==> config.mk <==
export PLATFORM = sky130hd
export DESIGN_NAME = multicycle_ctrl_flat
export DESIGN_NICKNAME = d
export VERILOG_FILES = /design/src/rtl/multicycle_ctrl_if.sv /design/src/rtl/multicycle_ctrl.sv /design/src/flat_wrapper.sv
export SDC_FILE = /design/constraint.sdc
export NUM_CORES = 1
export LEC_CHECK = 0
export ABC_AREA = 1
export CAP_MARGIN = 20
export CORE_AREA = 2 2 39 41
export DETAILED_ROUTE_END_ITERATION = 16
export DIE_AREA = 0 0 41 43
export GPL_ROUTABILITY_DRIVEN = 0
export PLACE_DENSITY = 0.8
export SETUP_SLACK_MARGIN = 0.02
export SLEW_MARGIN = 20
export SYNTH_ARGS = -nofsm -noshare
export SYNTH_HDL_FRONTEND = slang
export SYNTH_SLANG_ARGS = --single-unit
==> constraint.sdc <==
create_clock -name clk_i -period 4.5 [get_ports clk_i]
set_clock_uncertainty 0.2 [all_clocks]
set_input_delay 1.35 -clock clk_i [delete_from_list [all_inputs] [get_ports clk_i]]
set_output_delay 1.35 -clock clk_i [all_outputs]
set_load 0.02 [all_outputs]
==> src/rtl/multicycle_ctrl_if.sv <==
// Control bundle between the multicycle sequencer (master) and the datapath,
// memory handshake and ALU control unit (slave).
interface multicycle_ctrl_if;
  logic [3:0] opcode;
  logic       zero;
  logic       mem_ready;
  logic       mem_req;
  logic       mem_we;
  logic       ir_write;
  logic       pc_write;
  logic       pc_src;
  logic       alu_src_b;
  logic [3:0] alu_op;
  logic       reg_write;
  logic       mem_to_reg;
  logic       illegal;
  logic       halted;
  logic [2:0] state;

  modport master (
    input  opcode, zero, mem_ready,
    output mem_req, mem_we, ir_write, pc_write, pc_src, alu_src_b,
           alu_op, reg_write, mem_to_reg, illegal, halted, state
  );

  modport slave (
    output opcode, zero, mem_ready,
    input  mem_req, mem_we, ir_write, pc_write, pc_src, alu_src_b,
           alu_op, reg_write, mem_to_reg, illegal, halted, state
  );
endinterface

==> src/rtl/multicycle_ctrl.sv <==
// Multicycle instruction sequencer: FETCH/DECODE/EXEC/MEM/WB/HALT with
// datapath enables decoded from the state register and the latched opcode.
module multicycle_ctrl (
  input  logic               clk_i,
  input  logic               reset_i,
  multicycle_ctrl_if.master  bus
);

  typedef enum logic [2:0] {
    S_FETCH  = 3'd0,
    S_DECODE = 3'd1,
    S_EXEC   = 3'd2,
    S_MEM    = 3'd3,
    S_WB     = 3'd4,
    S_HALT   = 3'd5
  } state_e;

  localparam logic [3:0] OP_RTYPE = 4'b0000;
  localparam logic [3:0] OP_LOAD  = 4'b0001;
  localparam logic [3:0] OP_STORE = 4'b0010;
  localparam logic [3:0] OP_ADDI  = 4'b0011;
  localparam logic [3:0] OP_BEQ   = 4'b0100;
  localparam logic [3:0] OP_HALT  = 4'b1111;

  function automatic logic is_legal(input logic [3:0] op);
    case (op)
      OP_RTYPE, OP_LOAD, OP_STORE, OP_ADDI, OP_BEQ, OP_HALT: is_legal = 1'b1;
      default:                                               is_legal = 1'b0;
    endcase
  endfunction

  state_e     state_q, state_d;
  logic [3:0] op_q, op_d;

  logic       mem_req_s, mem_we_s, ir_write_s, pc_write_s, pc_src_s;
  logic       alu_src_b_s, reg_write_s, mem_to_reg_s, illegal_s, halted_s;
  logic [3:0] alu_op_s;

  always_ff @(posedge clk_i) begin
    if (reset_i) begin
      state_q <= S_FETCH;
      op_q    <= 4'b0000;
    end else begin
      state_q <= state_d;
      op_q    <= op_d;
    end
  end

  always_comb begin
    state_d = state_q;
    op_d    = op_q;
    case (state_q)
      S_FETCH: begin
        if (bus.mem_ready) state_d = S_DECODE;
        else               state_d = S_FETCH;
      end
      S_DECODE: begin
        op_d = bus.opcode;
        if (bus.opcode == OP_HALT)     state_d = S_HALT;
        else if (!is_legal(bus.opcode)) state_d = S_FETCH;
        else                            state_d = S_EXEC;
      end
      S_EXEC: begin
        case (op_q)
          OP_LOAD, OP_STORE: state_d = S_MEM;
          OP_RTYPE, OP_ADDI: state_d = S_WB;
          default:           state_d = S_FETCH;
        endcase
      end
      S_MEM: begin
        if (!bus.mem_ready)      state_d = S_MEM;
        else if (op_q == OP_LOAD) state_d = S_WB;
        else                      state_d = S_FETCH;
      end
      S_WB:    state_d = S_FETCH;
      S_HALT:  state_d = S_HALT;
      default: state_d = S_FETCH;
    endcase
  end

  // While reset is held every output shows the idle FETCH values, so no
  // write strobe can follow a same-cycle mem_ready or zero.
  always_comb begin
    mem_req_s    = 1'b0;
    mem_we_s     = 1'b0;
    ir_write_s   = 1'b0;
    pc_write_s   = 1'b0;
    pc_src_s     = 1'b0;
    alu_src_b_s  = 1'b0;
    alu_op_s     = 4'b0000;
    reg_write_s  = 1'b0;
    mem_to_reg_s = 1'b0;
    illegal_s    = 1'b0;
    halted_s     = 1'b0;
    if (reset_i) begin
      mem_req_s = 1'b1;
    end else begin
      case (state_q)
        S_FETCH: begin
          mem_req_s  = 1'b1;
          ir_write_s = bus.mem_ready;
          pc_write_s = bus.mem_ready;
        end
        S_DECODE: illegal_s = ~is_legal(bus.opcode);
        S_EXEC: begin
          case (op_q)
            OP_RTYPE: alu_op_s = 4'b1111;
            OP_LOAD, OP_STORE, OP_ADDI: begin
              alu_op_s    = 4'b0000;
              alu_src_b_s = 1'b1;
            end
            OP_BEQ: begin
              alu_op_s   = 4'b0001;
              pc_write_s = bus.zero;
              pc_src_s   = 1'b1;
            end
            default: alu_op_s = 4'b0000;
          endcase
        end
        S_MEM: begin
          mem_req_s   = 1'b1;
          mem_we_s    = (op_q == OP_STORE);
          alu_src_b_s = 1'b1;
        end
        S_WB: begin
          reg_write_s  = 1'b1;
          mem_to_reg_s = (op_q == OP_LOAD);
        end
        S_HALT:  halted_s = 1'b1;
        default: halted_s = 1'b0;
      endcase
    end
  end

  assign bus.mem_req    = mem_req_s;
  assign bus.mem_we     = mem_we_s;
  assign bus.ir_write   = ir_write_s;
  assign bus.pc_write   = pc_write_s;
  assign bus.pc_src     = pc_src_s;
  assign bus.alu_src_b  = alu_src_b_s;
  assign bus.alu_op     = alu_op_s;
  assign bus.reg_write  = reg_write_s;
  assign bus.mem_to_reg = mem_to_reg_s;
  assign bus.illegal    = illegal_s;
  assign bus.halted     = halted_s;
  assign bus.state      = reset_i ? 3'd0 : state_q;

endmodule
==> src/flat_wrapper.sv <==
// flat-port wrapper written by rule: the top's interface ports become plain ports
module multicycle_ctrl_flat 
  (clk_i, reset_i, bus_opcode, bus_zero, bus_mem_ready, bus_mem_req, bus_mem_we, bus_ir_write, bus_pc_write, bus_pc_src, bus_alu_src_b, bus_alu_op, bus_reg_write, bus_mem_to_reg, bus_illegal, bus_halted, bus_state);
  multicycle_ctrl_if bus_i ();
  input  logic clk_i;
  input  logic reset_i;
  input wire logic [$bits(bus_i.opcode)-1:0] bus_opcode;
  input wire logic [$bits(bus_i.zero)-1:0] bus_zero;
  input wire logic [$bits(bus_i.mem_ready)-1:0] bus_mem_ready;
  output wire logic [$bits(bus_i.mem_req)-1:0] bus_mem_req;
  output wire logic [$bits(bus_i.mem_we)-1:0] bus_mem_we;
  output wire logic [$bits(bus_i.ir_write)-1:0] bus_ir_write;
  output wire logic [$bits(bus_i.pc_write)-1:0] bus_pc_write;
  output wire logic [$bits(bus_i.pc_src)-1:0] bus_pc_src;
  output wire logic [$bits(bus_i.alu_src_b)-1:0] bus_alu_src_b;
  output wire logic [$bits(bus_i.alu_op)-1:0] bus_alu_op;
  output wire logic [$bits(bus_i.reg_write)-1:0] bus_reg_write;
  output wire logic [$bits(bus_i.mem_to_reg)-1:0] bus_mem_to_reg;
  output wire logic [$bits(bus_i.illegal)-1:0] bus_illegal;
  output wire logic [$bits(bus_i.halted)-1:0] bus_halted;
  output wire logic [$bits(bus_i.state)-1:0] bus_state;
  assign bus_i.opcode = bus_opcode;
  assign bus_i.zero = bus_zero;
  assign bus_i.mem_ready = bus_mem_ready;
  assign bus_mem_req = bus_i.mem_req;
  assign bus_mem_we = bus_i.mem_we;
  assign bus_ir_write = bus_i.ir_write;
  assign bus_pc_write = bus_i.pc_write;
  assign bus_pc_src = bus_i.pc_src;
  assign bus_alu_src_b = bus_i.alu_src_b;
  assign bus_alu_op = bus_i.alu_op;
  assign bus_reg_write = bus_i.reg_write;
  assign bus_mem_to_reg = bus_i.mem_to_reg;
  assign bus_illegal = bus_i.illegal;
  assign bus_halted = bus_i.halted;
  assign bus_state = bus_i.state;
  multicycle_ctrl u_core (.clk_i(clk_i), .reset_i(reset_i), .bus(bus_i));
endmodule
==> results of run 1 <==
==> worst paths after layout <==
kind / startpoint / to / slack (ps)
setup / recovery: reset_i / bus_pc_write / 100
hold / removal: u_core.op_q[3]$_SDFFE_PP0N_ / u_core.op_q[3]$_SDFFE_PP0N_ / 270
hold reg to reg: u_core.op_q[3]$_SDFFE_PP0N_ / u_core.op_q[3]$_SDFFE_PP0N_ / 270
setup reg to reg: u_core.op_q[2]$_SDFFE_PP0N_ / u_core.state_q[0]$_SDFF_PP0_ / 3170
==> power by group through the flow <==
stage | Combinational [mW] | Clock, mW | Sequential (mW)
final | 0.0521 | 0.0579 | 0.0697
after global routing | 0.0578 | 0.0624 | 0.0704
after CTS | 0.0523 | 0.0585 | 0.0697
after detailed placement | 0.0521 | 0 | 0.0709
after global placement | 0.0509 | 0 | 0.0706
after floorplan | 0.0309 | 0 | 0.0703
==> through the flow <==
step / total power [mW] / utilization [%] / hold slack [ps] / std cells
2_1_floorplan: 0.1012 / - / 243.9 / 92
3_3_place_gp: 0.1215 / 59.67 / 254.1 / 133
3_5_place_dp: 0.1230 / 59.67 / 264.8 / 133
4_1_cts: 0.1805 / 61.57 / 271.7 / 137
5_1_grt: 0.1906 / 62.66 / 322.3 / 137
6_report: 0.1796 / 62.66 / 268.6 / 137
==> registers in the layout (all words and copies together), names as in the netlist <==
name and cells:
u_core.op_q 4, u_core.state_q 3
==> what timing repair did <==
action	CTS	global route
setup endpoints to repair	0	6
resized for setup	0	6
hold buffers	0	0
==> Yosys cell counts, drive strengths merged <==
master / count / area share, %
buf: 2 / 2.7
nor4: 2 / 3.4
clkbuf: 1 / 0.68
o21ai: 4 / 3.6
nor2: 15 / 12
nand2: 25 / 19
nand3: 4 / 4.5
nand3b: 2 / 2.7
a21oi: 7 / 6.3
o211ai: 1 / 1.4
inv: 16 / 11
dfxtp: 7 / 25
nand4: 2 / 2.3
nor3: 4 / 5.6
==> worst max-delay path: stages <==
cell,delay (ps)
clkdlybuf4s50_1,460
buf_4,170
buf_4,140
a21oi_1,110
clkdlybuf4s50_1,630
==> cell type report <==
class                      count  area (µm²)
clock buffer                   4       26.28
fill                         135       516.7
inverter                      16       60.06
multi-input combinational     66       335.3
sequential                     7       140.1
tap                           16       20.02
timing repair buffer          28       285.3
==> cells by family (layout without fill, tap and decap cells) <==
| logic type | after synthesis | in the layout | synth area share [%] |
|---|---|---|---|
| AND/OR/NAND/NOR | 54 | 54 | 49.21 |
| AO/OA/AOI/OAI | 12 | 12 | 11.29 |
| buffers and inverters | 19 | 48 | 14.22 |
| flip-flops | 7 | 7 | 25.28 |
==> metal layers <==
layer,wire (µm),vias to the layer above
met5,0,-
met4,42,0
met3,141,5
met2,682,33
met1,554,315
li1,-,350
==> out/metrics.csv, run 1 <==
metric,value,unit
status,"complete, no violations",
Worst Max-Slew Pin Slew,297.7,ps
first-pass GRT wire length,2311,µm
Peak VDD IR,0.0001387,V
average size of a mapped cell,6.025,µm²
Peak Freq,0.2271,GHz
area of the core,1384,µm²
clk_lat worst skew,260,ps
number of diodes,0,
Final Hold Viols,0,
crit end category,output port,
CTS root buf,clkbuf_4,
clk slew on worst S/H paths,50,ps
DR vias/cell,5.131,
DRT iter0 DRCs,12,
clock sink total,7,
"commonest non-fill, non-tap cell in the layout",nand2_1,
hpwl dp,1173,µm
Synth cell types,21,
row cnt,14,
DR WL/cell,10.36,µm
global routing met2 resource utilization,28.44,%
vias in the first global route,586,
class of the worst hold path,reg -> reg,
IO Pins,25,
Startpoint Class,primary input,
CTS max path bufs,2,
CP Max Fanout,5,
DP Area,825.8,µm²
Flop pwr share,38.8,%
DRC Markers,0,
most frequent cells in the layout,"nand2_1 (22), clkdlybuf4s50_1 (18), nor2_1 (14)",
fin nets,130,
met3 Track Usage GR,3.665,%
Slew HR,79.94,%
GRT Total Usage,19.07,%
DIE AREA,1763,µm²
post-route ant nets,0,
Synth Register Bits,7,
Area Growth Syn to Fin,56.43,%
final setup margin,96.37,ps
setup TNS,0,ps
Synth Cell Area,554.3,µm²
MaxCap Viol Count,0,
Crit Path Category,in -> out,
final wirelength,1420,µm
largest net degree at the start of global routing,10,
number of CTS-inserted buffers,3,
syn_nets,100,
Mapped Cells,92,
Crit path arrival time,2850,ps
NetSw,0.05730,mW
via count,703,
met1 Use GR,23.86,%
Top Usage Layer GRT,met2,
# port buffers,24,
Post-Place Setup Slack,47.18,ps
WP data required,2950,ps
"Warnings, synthesis",0,
cell area after layout,867.1,µm²
initial antenna violation count,0,
minimum period implied by the final worst setup slack,4404,ps
H-tree depth,1,
final slew viol count,0,
Post-CTS Setup Bufs,0,
Initial DRT Pass Iterations,4,
hold depth,2,
worst r2r path cells,7,
Die W,41,µm
die height,43,µm
P_leak,0.5043,nW
Internal Power,0.1223,mW
post-synthesis sequential area ratio,25.28,%
layout cells sized above 1,14.88,%
PwrDens,207.2,nW/µm²
grt total ovfl,0,
CTS tree,done,
# setup viols final,0,
post-route clock period utilization,97.86,%
Initial Util,40.05,%
Clock power frac,32.2,%
RSZ-0062 raised after global routing,no,
Logic pwr share,29.0,%
sw frac,31.90,%
No activity file was read; power rests on OpenSTA's default activity.
==> inputs of run 2 (changes only) <==
CTS_CLUSTER_SIZE = 16   (was unset)
TNS_END_PERCENT = 20   (was unset)
==> out/metrics.csv, run 2 (synthesized netlist as in run 1, its figures left out) <==
metric,value,unit,change
initial antenna violation count,0,,unchanged
DP Area,825.8,µm²,unchanged
Crit path arrival time,2850,ps,about the same
post-route clock period utilization,97.88,%,about the same
crit end category,output port,,
Largest register FFs,4,,unchanged
setup TNS,0,ps,unchanged
clock sink total,7,,unchanged
critical hold path startpoint,u_core.op_q[3]$_SDFFE_PP0N_,,
# setup viols final,0,,unchanged
final slew viol count,0,,unchanged
DR vias/cell,5.117,,-0.28%
most frequent cells in the layout,"nand2_1 (22), clkdlybuf4s50_1 (19), nor2_1 (14)",,
DRT iter0 DRCs,12,,unchanged
worst r2r path cells,7,,unchanged
row cnt,14,,unchanged
hold depth,2,,unchanged
H-tree depth,1,,unchanged
minimum period implied by the final worst setup slack,4405,ps,+0.9788 ps
"CP delay by family, top",buffers and inverters,,
grt total ovfl,0,,unchanged
clk slew on worst S/H paths,50,ps,about the same
number of CTS-inserted buffers,3,,unchanged
Post-CTS Setup Bufs,0,,unchanged
final-layout fill cell count,136,,+0.74%
final wirelength,1437,µm,+1.2%
Crit path depth,5,,unchanged
fin nets,130,,unchanged
DRC Markers,0,,unchanged
Initial DRT Pass Iterations,4,,unchanged
register area,140.1,µm²,unchanged
CTS tree,done,,
PwrDens,208.0,nW/µm²,+0.39%
WP data required,2950,ps,about the same
hpwl dp,1173,µm,unchanged
Final Hold Viols,0,,unchanged
post-route ant nets,0,,unchanged
Peak VDD IR,0.0001388,V,about the same
CTS root buf,clkbuf_4,,
reg2reg start,u_core.op_q[2]$_SDFFE_PP0N_,,
Fin Hold WS,268.6,ps,unchanged
layout cells sized above 1,14.88,%,unchanged
Worst Max-Slew Pin Slew,297.7,ps,unchanged
Area Growth Syn to Fin,55.98,%,
# port buffers,24,,unchanged
reg2reg end,u_core.state_q[0]$_SDFF_PP0_,,
clk_lat worst skew,260,ps,about the same
via count,701,,-0.28%
register with the most flip-flops,u_core.op_q,,
WP buf/inv,4,,unchanged
IO Pins,25,,unchanged
die height,43,µm,unchanged
slowest CP cell,clkdlybuf4s50_1,,
class of the worst hold path,reg -> reg,,
Startpoint Class,primary input,,
largest net degree at the start of global routing,10,,unchanged
first-pass GRT wire length,2311,µm,unchanged
CP cell instances,clkdlybuf4s50_1 -> buf_4 -> buf_4 -> a21oi_1 -> clkdlybuf4s50_1,,
crit path from,reset_i,,
DR WL/cell,10.49,µm,+1.2%
GRT Total Usage,19.07,%,unchanged
area of the core,1384,µm²,unchanged
cell area after layout,864.6,µm²,-0.29%
"commonest non-fill, non-tap cell in the layout",nand2_1,,
R2R Setup Slk,3170,ps,about the same
P_leak,0.4857,nW,-3.7%
Die W,41,µm,unchanged
vias in the first global route,586,,unchanged
DIE AREA,1763,µm²,unchanged
Initial Util,40.05,%,unchanged
MaxCap Viol Count,0,,unchanged
CP Max Fanout,5,,unchanged
status,"complete, no violations",,
RSZ-0062 raised after global routing,yes,,
Crit Path Category,in -> out,,
Peak Freq,0.2270,GHz,about the same
Hold Crit Endpoint,u_core.op_q[3]$_SDFFE_PP0N_,,
Slew HR,79.94,%,unchanged
Largest regs,"u_core.op_q: 4 flops, u_core.state_q: 3 flops",,
area of the multi-input gates,335.3,µm²,unchanged
CP peak stage delay,630,ps,about the same
CTS max path bufs,2,,unchanged
number of diodes,0,,unchanged
run 2: cell count changes in the layout (fill, tap and decap cells not counted):
cell             change
clkdlybuf4s50_1      +1
dlymetal6s2s_1       -1
run 2: stage by stage:
| step | worst slack, ps | instances | utilization [%] | total power, mW |
|---|---|---|---|---|
| 6_report | 95.40 | 137 | 62.48 | 0.1798 |
| 4_1_cts | 47.08 | 137 | 61.57 | 0.1805 |
| 3_5_place_dp | 47.18 | 133 | 59.67 | 0.1230 |
| 2_1_floorplan | 814.2 | 92 | - | 0.1012 |
| 3_3_place_gp | 64.43 | 133 | 59.67 | 0.1215 |
| 5_1_grt | -8.778 | 137 | 62.48 | 0.1906 |
run 2: worst max-delay path by stage:
stage	endpoint	slack, ps
floorplan	bus_alu_op[2]	810
global placement	bus_mem_we	60
detailed placement	bus_mem_we	50
CTS	bus_mem_we	50
global route	bus_alu_op[2]	-9
finish	bus_pc_write	100
run 2: cell type report:
cell class / instances / area share (%)
flip-flops and latches: 7 / 16.21
well taps: 16 / 2.315
inverters: 16 / 6.946
multi-input cells: 66 / 38.78
repair buffers: 28 / 32.71
clock buffers: 4 / 3.039
run 2: power breakdown:
part           switching [mW]  leakage (nW)  internal (mW)
sequential            0.00371        0.0573         0.0660
clock                  0.0241        0.0150         0.0339
combinational          0.0297         0.413         0.0225
run 2: per-layer routing:
layer / vias up / wire length (µm) / GRT usage (%)
met5: - / 0 / 0
met4: 0 / 42 / 12.00
met3: 5 / 144 / 3.665
met2: 34 / 691 / 28.44
met1: 313 / 558 / 23.86
li1: 349 / - / -
run 2: what timing repair did:
action / CTS / global route
setup endpoints to repair: 0 / 6
hold buffers: 0 / 0
resized for setup: 0 / 5
run 2: worst reg2reg max path, stage by stage (launching register included):
cell and delay, ps:
dfxtp_1 320, nor2_1 240, nand2_1 160, nand2_1 110
nand2_2 70, nand2_1 70, nor2_1 40, nor2_1 70
==> inputs of run 3 (changes only) <==
CELL_PAD_IN_SITES_DETAIL_PLACEMENT = 0   (was unset)
CELL_PAD_IN_SITES_GLOBAL_PLACEMENT = 1   (was unset)
CORE_AREA = unset   (was 2 2 39 41)
CORE_MARGIN = 1.5   (was unset)
CORE_UTILIZATION = 28   (was unset)
DIE_AREA = unset   (was 0 0 41 43)
PLACE_DENSITY = 0.82   (was 0.8)
SETUP_SLACK_MARGIN = unset   (was 0.02)
==> out/metrics.csv, run 3 (synthesized netlist as in run 1, its figures left out) <==
metric,value,unit,change
status,"complete, no violations",,
row cnt,15,,+1
hpwl dp,1149,µm,-2.0%
GRT Total Usage,14.20,%,-4.9 points
P_leak,0.4297,nW,-12%
post-route ant nets,0,,unchanged
CP Max Fanout,5,,unchanged
H-tree depth,1,,unchanged
Largest regs,"u_core.op_q: 4 flops, u_core.state_q: 3 flops",,
Peak Freq,0.2240,GHz,-1.3%
# port buffers,24,,unchanged
final wirelength,1346,µm,-6.3%
final-layout fill cell count,198,,+46%
fin nets,130,,unchanged
layout cells sized above 1,14.88,%,unchanged
DR WL/cell,9.219,µm,-12%
class of the worst hold path,reg -> reg,,
die height,47.49,µm,+10%
area of the core,1783,µm²,+29%
# setup viols final,0,,unchanged
MaxCap Viol Count,0,,unchanged
Initial DRT Pass Iterations,4,,unchanged
clock sink total,7,,unchanged
PwrDens,202.5,nW/µm²,-2.6%
first-pass GRT wire length,2214,µm,-4.2%
Initial Util,31.09,%,-9.0 points
DR vias/cell,4.445,,-13%
RSZ-0062 raised after global routing,no,,
crit end category,output port,,
CP cell instances,clkdlybuf4s50_1 -> buf_4 -> buf_4 -> nor3_1 -> clkdlybuf4s50_1,,
slowest CP cell,clkdlybuf4s50_1,,
WP data required,2950,ps,about the same
via count,649,,-7.4%
Startpoint Class,primary input,,
WP buf/inv,4,,unchanged
clk slew on worst S/H paths,50,ps,about the same
DRC Markers,0,,unchanged
clk_lat worst skew,240,ps,-20 ps
largest net degree at the start of global routing,10,,unchanged
vias in the first global route,560,,-4.4%
post-route clock period utilization,99.20,%,+1.3 points
setup TNS,0,ps,unchanged
register with the most flip-flops,u_core.op_q,,
Peak VDD IR,0.0001278,V,-7.9%
CTS max path bufs,2,,unchanged
Worst Max-Slew Pin Slew,294.0,ps,-3.680 ps
final slew viol count,0,,unchanged
number of CTS-inserted buffers,3,,unchanged
Final Hold Viols,0,,unchanged
DRT iter0 DRCs,3,,-9
Final Power,0.1759,mW,-2.2%
DIE AREA,2255,µm²,+28%
"CP delay by family, top",buffers and inverters,,
Die W,47.49,µm,+16%
Crit path arrival time,2910,ps,+60 ps
CTS tree,done,,
Largest register FFs,4,,unchanged
initial antenna violation count,0,,unchanged
Post-CTS Setup Bufs,0,,unchanged
IO Pins,25,,unchanged
Area Growth Syn to Fin,56.66,%,
CP peak stage delay,630,ps,about the same
most frequent cells in the layout,"nand2_1 (22), clkdlybuf4s50_1 (22), nor2_1 (14)",,
Crit Path Category,in -> out,,
grt total ovfl,0,,unchanged
CTS root buf,clkbuf_4,,
number of diodes,0,,unchanged
minimum period implied by the final worst setup slack,4464,ps,+59.39 ps
Slew HR,80.19,%,+0.25 points
## run 3: cell types whose count changed in the layout (fill, tap and decap cells not counted), sizes merged
cell and change:
dlymetal6s2s -3, clkdlybuf4s50 +3
## run 3: worst reg2reg max path: cells and delay by family, from the launching register on
family,cells,cell delay [ps]
buf+inv,1,170
flops,1,340
simple gates,4,330
compound gates,1,170
## run 3: routing by layer
| metal | track usage, % | part of all wire, % | vias up |
|---|---|---|---|
| met5 | 0 | 0 | - |
| met1 | 17.74 | 48 | 274 |
| met4 | 11.67 | 1.4 | 0 |
| met2 | 21.35 | 44 | 23 |
| li1 | - | - | 350 |
| met3 | 2.264 | 6.9 | 2 |
## run 3: repair_timing
action | in CTS | in global routing
endpoints found under the setup margin | 0 | 2
resized for setup | 0 | 2
endpoints found under the hold margin | 0 | 0
hold buffers | 0 | 0
## run 3: per-stage QoR
stage	worst slack [ps]	hold WS, ps	instances	util, %	area [µm²]
2_1_floorplan	814.2	243.9	92	-	554.3
3_3_place_gp	60.59	257.4	142	46.95	837.1
3_5_place_dp	46.15	262.6	142	46.95	837.1
4_1_cts	46.15	269.9	146	48.42	863.3
5_1_grt	7.803	298.8	146	48.70	868.3
6_report	36.00	264.1	146	48.70	868.3
## run 3: worst paths after layout
check        slack [ps]                            to                    startpoint  cells past startpoint
max                  40                 bus_reg_write                       reset_i                      5
max reg2reg        3180  u_core.state_q[0]$_SDFF_PP0_  u_core.state_q[2]$_SDFF_PP0_                      6
min                 260   u_core.op_q[3]$_SDFFE_PP0N_   u_core.op_q[3]$_SDFFE_PP0N_                      2
min reg2reg         260   u_core.op_q[3]$_SDFFE_PP0N_   u_core.op_q[3]$_SDFFE_PP0N_                      2
## run 3: where the power goes
group | internal [mW] | switching, mW | total (mW)
Sequential | 0.0660 | 0.00364 | 0.0696
Clock | 0.0337 | 0.0211 | 0.0548
Combinational | 0.0225 | 0.0289 | 0.0514
## run 3: layout make-up
class                      instances  area (µm²)  share of cell area [%]
timing repair buffer              28       275.3                   31.70
inverter                          16       60.06                   6.916
multi-input combinational         66       335.3                   38.62
sequential                         7       140.1                   16.14
clock buffer                       4       26.28                   3.026
tap                               25       31.28                   3.602
==> variant (flow settings as in run 1) <==
Make the reset (`reset_i`) asynchronous in one clocked block.
--- a/src/rtl/multicycle_ctrl.sv
+++ b/src/rtl/multicycle_ctrl.sv
@@ -38,3 +38,3 @@
 
-  always_ff @(posedge clk_i) begin
+  always_ff @(posedge clk_i or posedge reset_i) begin
     if (reset_i) begin
Behaviour: same outputs for any inputs over 10 cycles, from zero or initial values and one cycle with reset_i high; that may be too few to reach the edited logic, so the function may still have changed.
==> variant against run 1 <==
Via count fell by 9.4%. Design area fell by 0.43%. Area after synthesis is 2.5% higher. Setup slack worse by 0.023 ns. Largest cell class unchanged. Routed wire length decreased by 4.9%. Die area is the same. Sequential cell count stayed put.
Power is not compared: it rests on default switching activity, and its combinational part moved more than twofold at a synthesized area within 25%.
==> variant: results (changes against run 1) <==
| Metric | Value |
|---|---|
| Synth Flop Type | dfrtp_1 |
| Layout cells sized above 1 | 0.122 (-0.0270) |
| Gr usage total | 0.183 (-0.00798) |
| Post-synth net total | 96 (-4.0%) |
| Synth area leaders | dfrtp_1 (31%), nand2_1 (16%), nor2_1 (8.6%) |
| Critical path's top delay family | buffers and inverters |
| Synth cell types | 21 (unchanged) |
| DR pass1 iterations | 4 (unchanged) |
| WL/cell | 10.3 µm (-0.58%) |
| Maximum clock insertion buffer count | 2 (unchanged) |
| Setup TNS | 0 ns (unchanged) |
| Hold endpoint | u_core.op_q[2]$_DFFE_PP0P_ |
| Initial antenna violation count | 0 (unchanged) |
| Clk slew on worst S/H paths | 0.05 ns (about the same) |
| Sequential cell area fraction in the yosys report | 0.308 (+0.0555) |
| H-tree lvl count | 1 (unchanged) |
| Worst path max stage delay | 0.66 ns (+0.03 ns) |
| Clk root buf | clkbuf_4 |
| Nets | 124 (-4.6%) |
| Dpl hpwl | 1.10 mm (-6.2%) |
| Worst R2R End | u_core.state_q[0]$_DFF_PP0_ |
| Crit path max fanout | 7 (+2) |
| Lkg Pwr | 0.538 nW |
| Worst vdd ir | 252 µV |
| Total number of vias | 637 (-9.4%) |
| R2r startpoint | u_core.state_q[2]$_DFF_PP0_ |
| Pin count of the biggest net entering global routing | 11 (+1) |
| Biggest regs | u_core.op_q x4, u_core.state_q x3 |
| Slew @ Worst Pin | 0.345 ns (+0.0474 ns) |
| R2R depth | 5 (-2) |
| CTS Buf Count | 3 (unchanged) |
| Vias in the first global route | 574 (-2.0%) |
| Post-synthesis compound-gate area fraction | 0.0903 (-0.0226) |
| First-pass GRT wire length | 2.22 mm (-3.9%) |
| Post-synthesis async set-or-reset flop share | 1.00 (+1.00) |
| Min-Delay Path Class | register to register |
| Hold depth | 2 (unchanged) |
| Post-synthesis xor/xnor area fraction | 0 (unchanged) |
| Antenna diode count | 0 (unchanged) |
| Outcome | finished, final reports clean |
| WP data arrival | 2.88 ns (+0.03 ns) |
| Min-delay src | u_core.op_q[2]$_DFFE_PP0P_ |
| Adder-cell share of the synthesized area | 0 (unchanged) |
| Slack of the worst reg-to-reg path | 3.11 ns (-0.06 ns) |
| Slew Viols, Final | 0 (unchanged) |
| Initial DRC count | 7 (-5) |
| Top post-synthesis cells by count | nand2_1 (24), nor2_1 (13), inv_1 (10) |
==> variant: worst max-delay path by stage <==
stage                     end  slack [ns]  cells after the start
2_1_floorplan  bus_mem_to_reg        0.56                      5
3_3_place_gp   bus_mem_to_reg        0.03                      6
3_5_place_dp   bus_mem_to_reg       0.003                      6
4_1_cts         bus_alu_src_b        0.02                      6
5_1_grt            bus_mem_we        0.04                      3
6_report           bus_mem_we        0.07                      3
==> variant: kinds of logic after synthesis <==
family | count (synthesis)
AND/OR/NAND/NOR | 55
flip-flops | 7
buffers and inverters | 17
AO/OA/AOI/OAI | 9
==> variant: area by class of cell <==
class                           count  area [µm²]
Timing Repair Buffer               28         292
Fill cell                         123         520
Inverter                           12        45.0
Sequential cell                     7         175
Clock buffer                        4        26.3
Tap cell                           16        20.0
Multi-Input combinational cell     64         305
==> variant: routing by layer <==
layer  GRT usage  share of wire  vias to the layer above  routed length (µm)
met1       0.250           0.42                      279                 572
met5           0              0                        -                   0
met2       0.259           0.50                       22                 670
met3      0.0524          0.073                        2                  99
met4      0.0800         0.0059                        0                   8
li1            -              -                      334                   -
==> variant: power by group <==
| part | total [W] | internal (W) | switching (W) |
|---|---|---|---|
| Sequential | 0.000116 | 0.0000899 | 0.0000265 |
| Combinational | 0.000219 | 0.0000858 | 0.000134 |
| Clock | 0.0000544 | 0.0000337 | 0.0000207 |
==> variant: what timing repair did <==
item | 4_1_cts | 5_1_grt
gates resized for setup | 1 | 9
hold endpoints to repair | 0 | 0
buffers inserted | 0 | 0
setup endpoints to repair | 1 | 9
==> variant: through the flow <==
step	hold slack [ns]	area, µm²	worst slack [ns]	std cells
final	0.368	863	0.0730	131
after global routing	0.418	863	0.0410	131
after CTS	0.373	841	0.0237	131
after detailed placement	0.364	816	0.00277	127
after global placement	0.346	816	0.0296	127
after floorplan	0.322	568	0.563	88
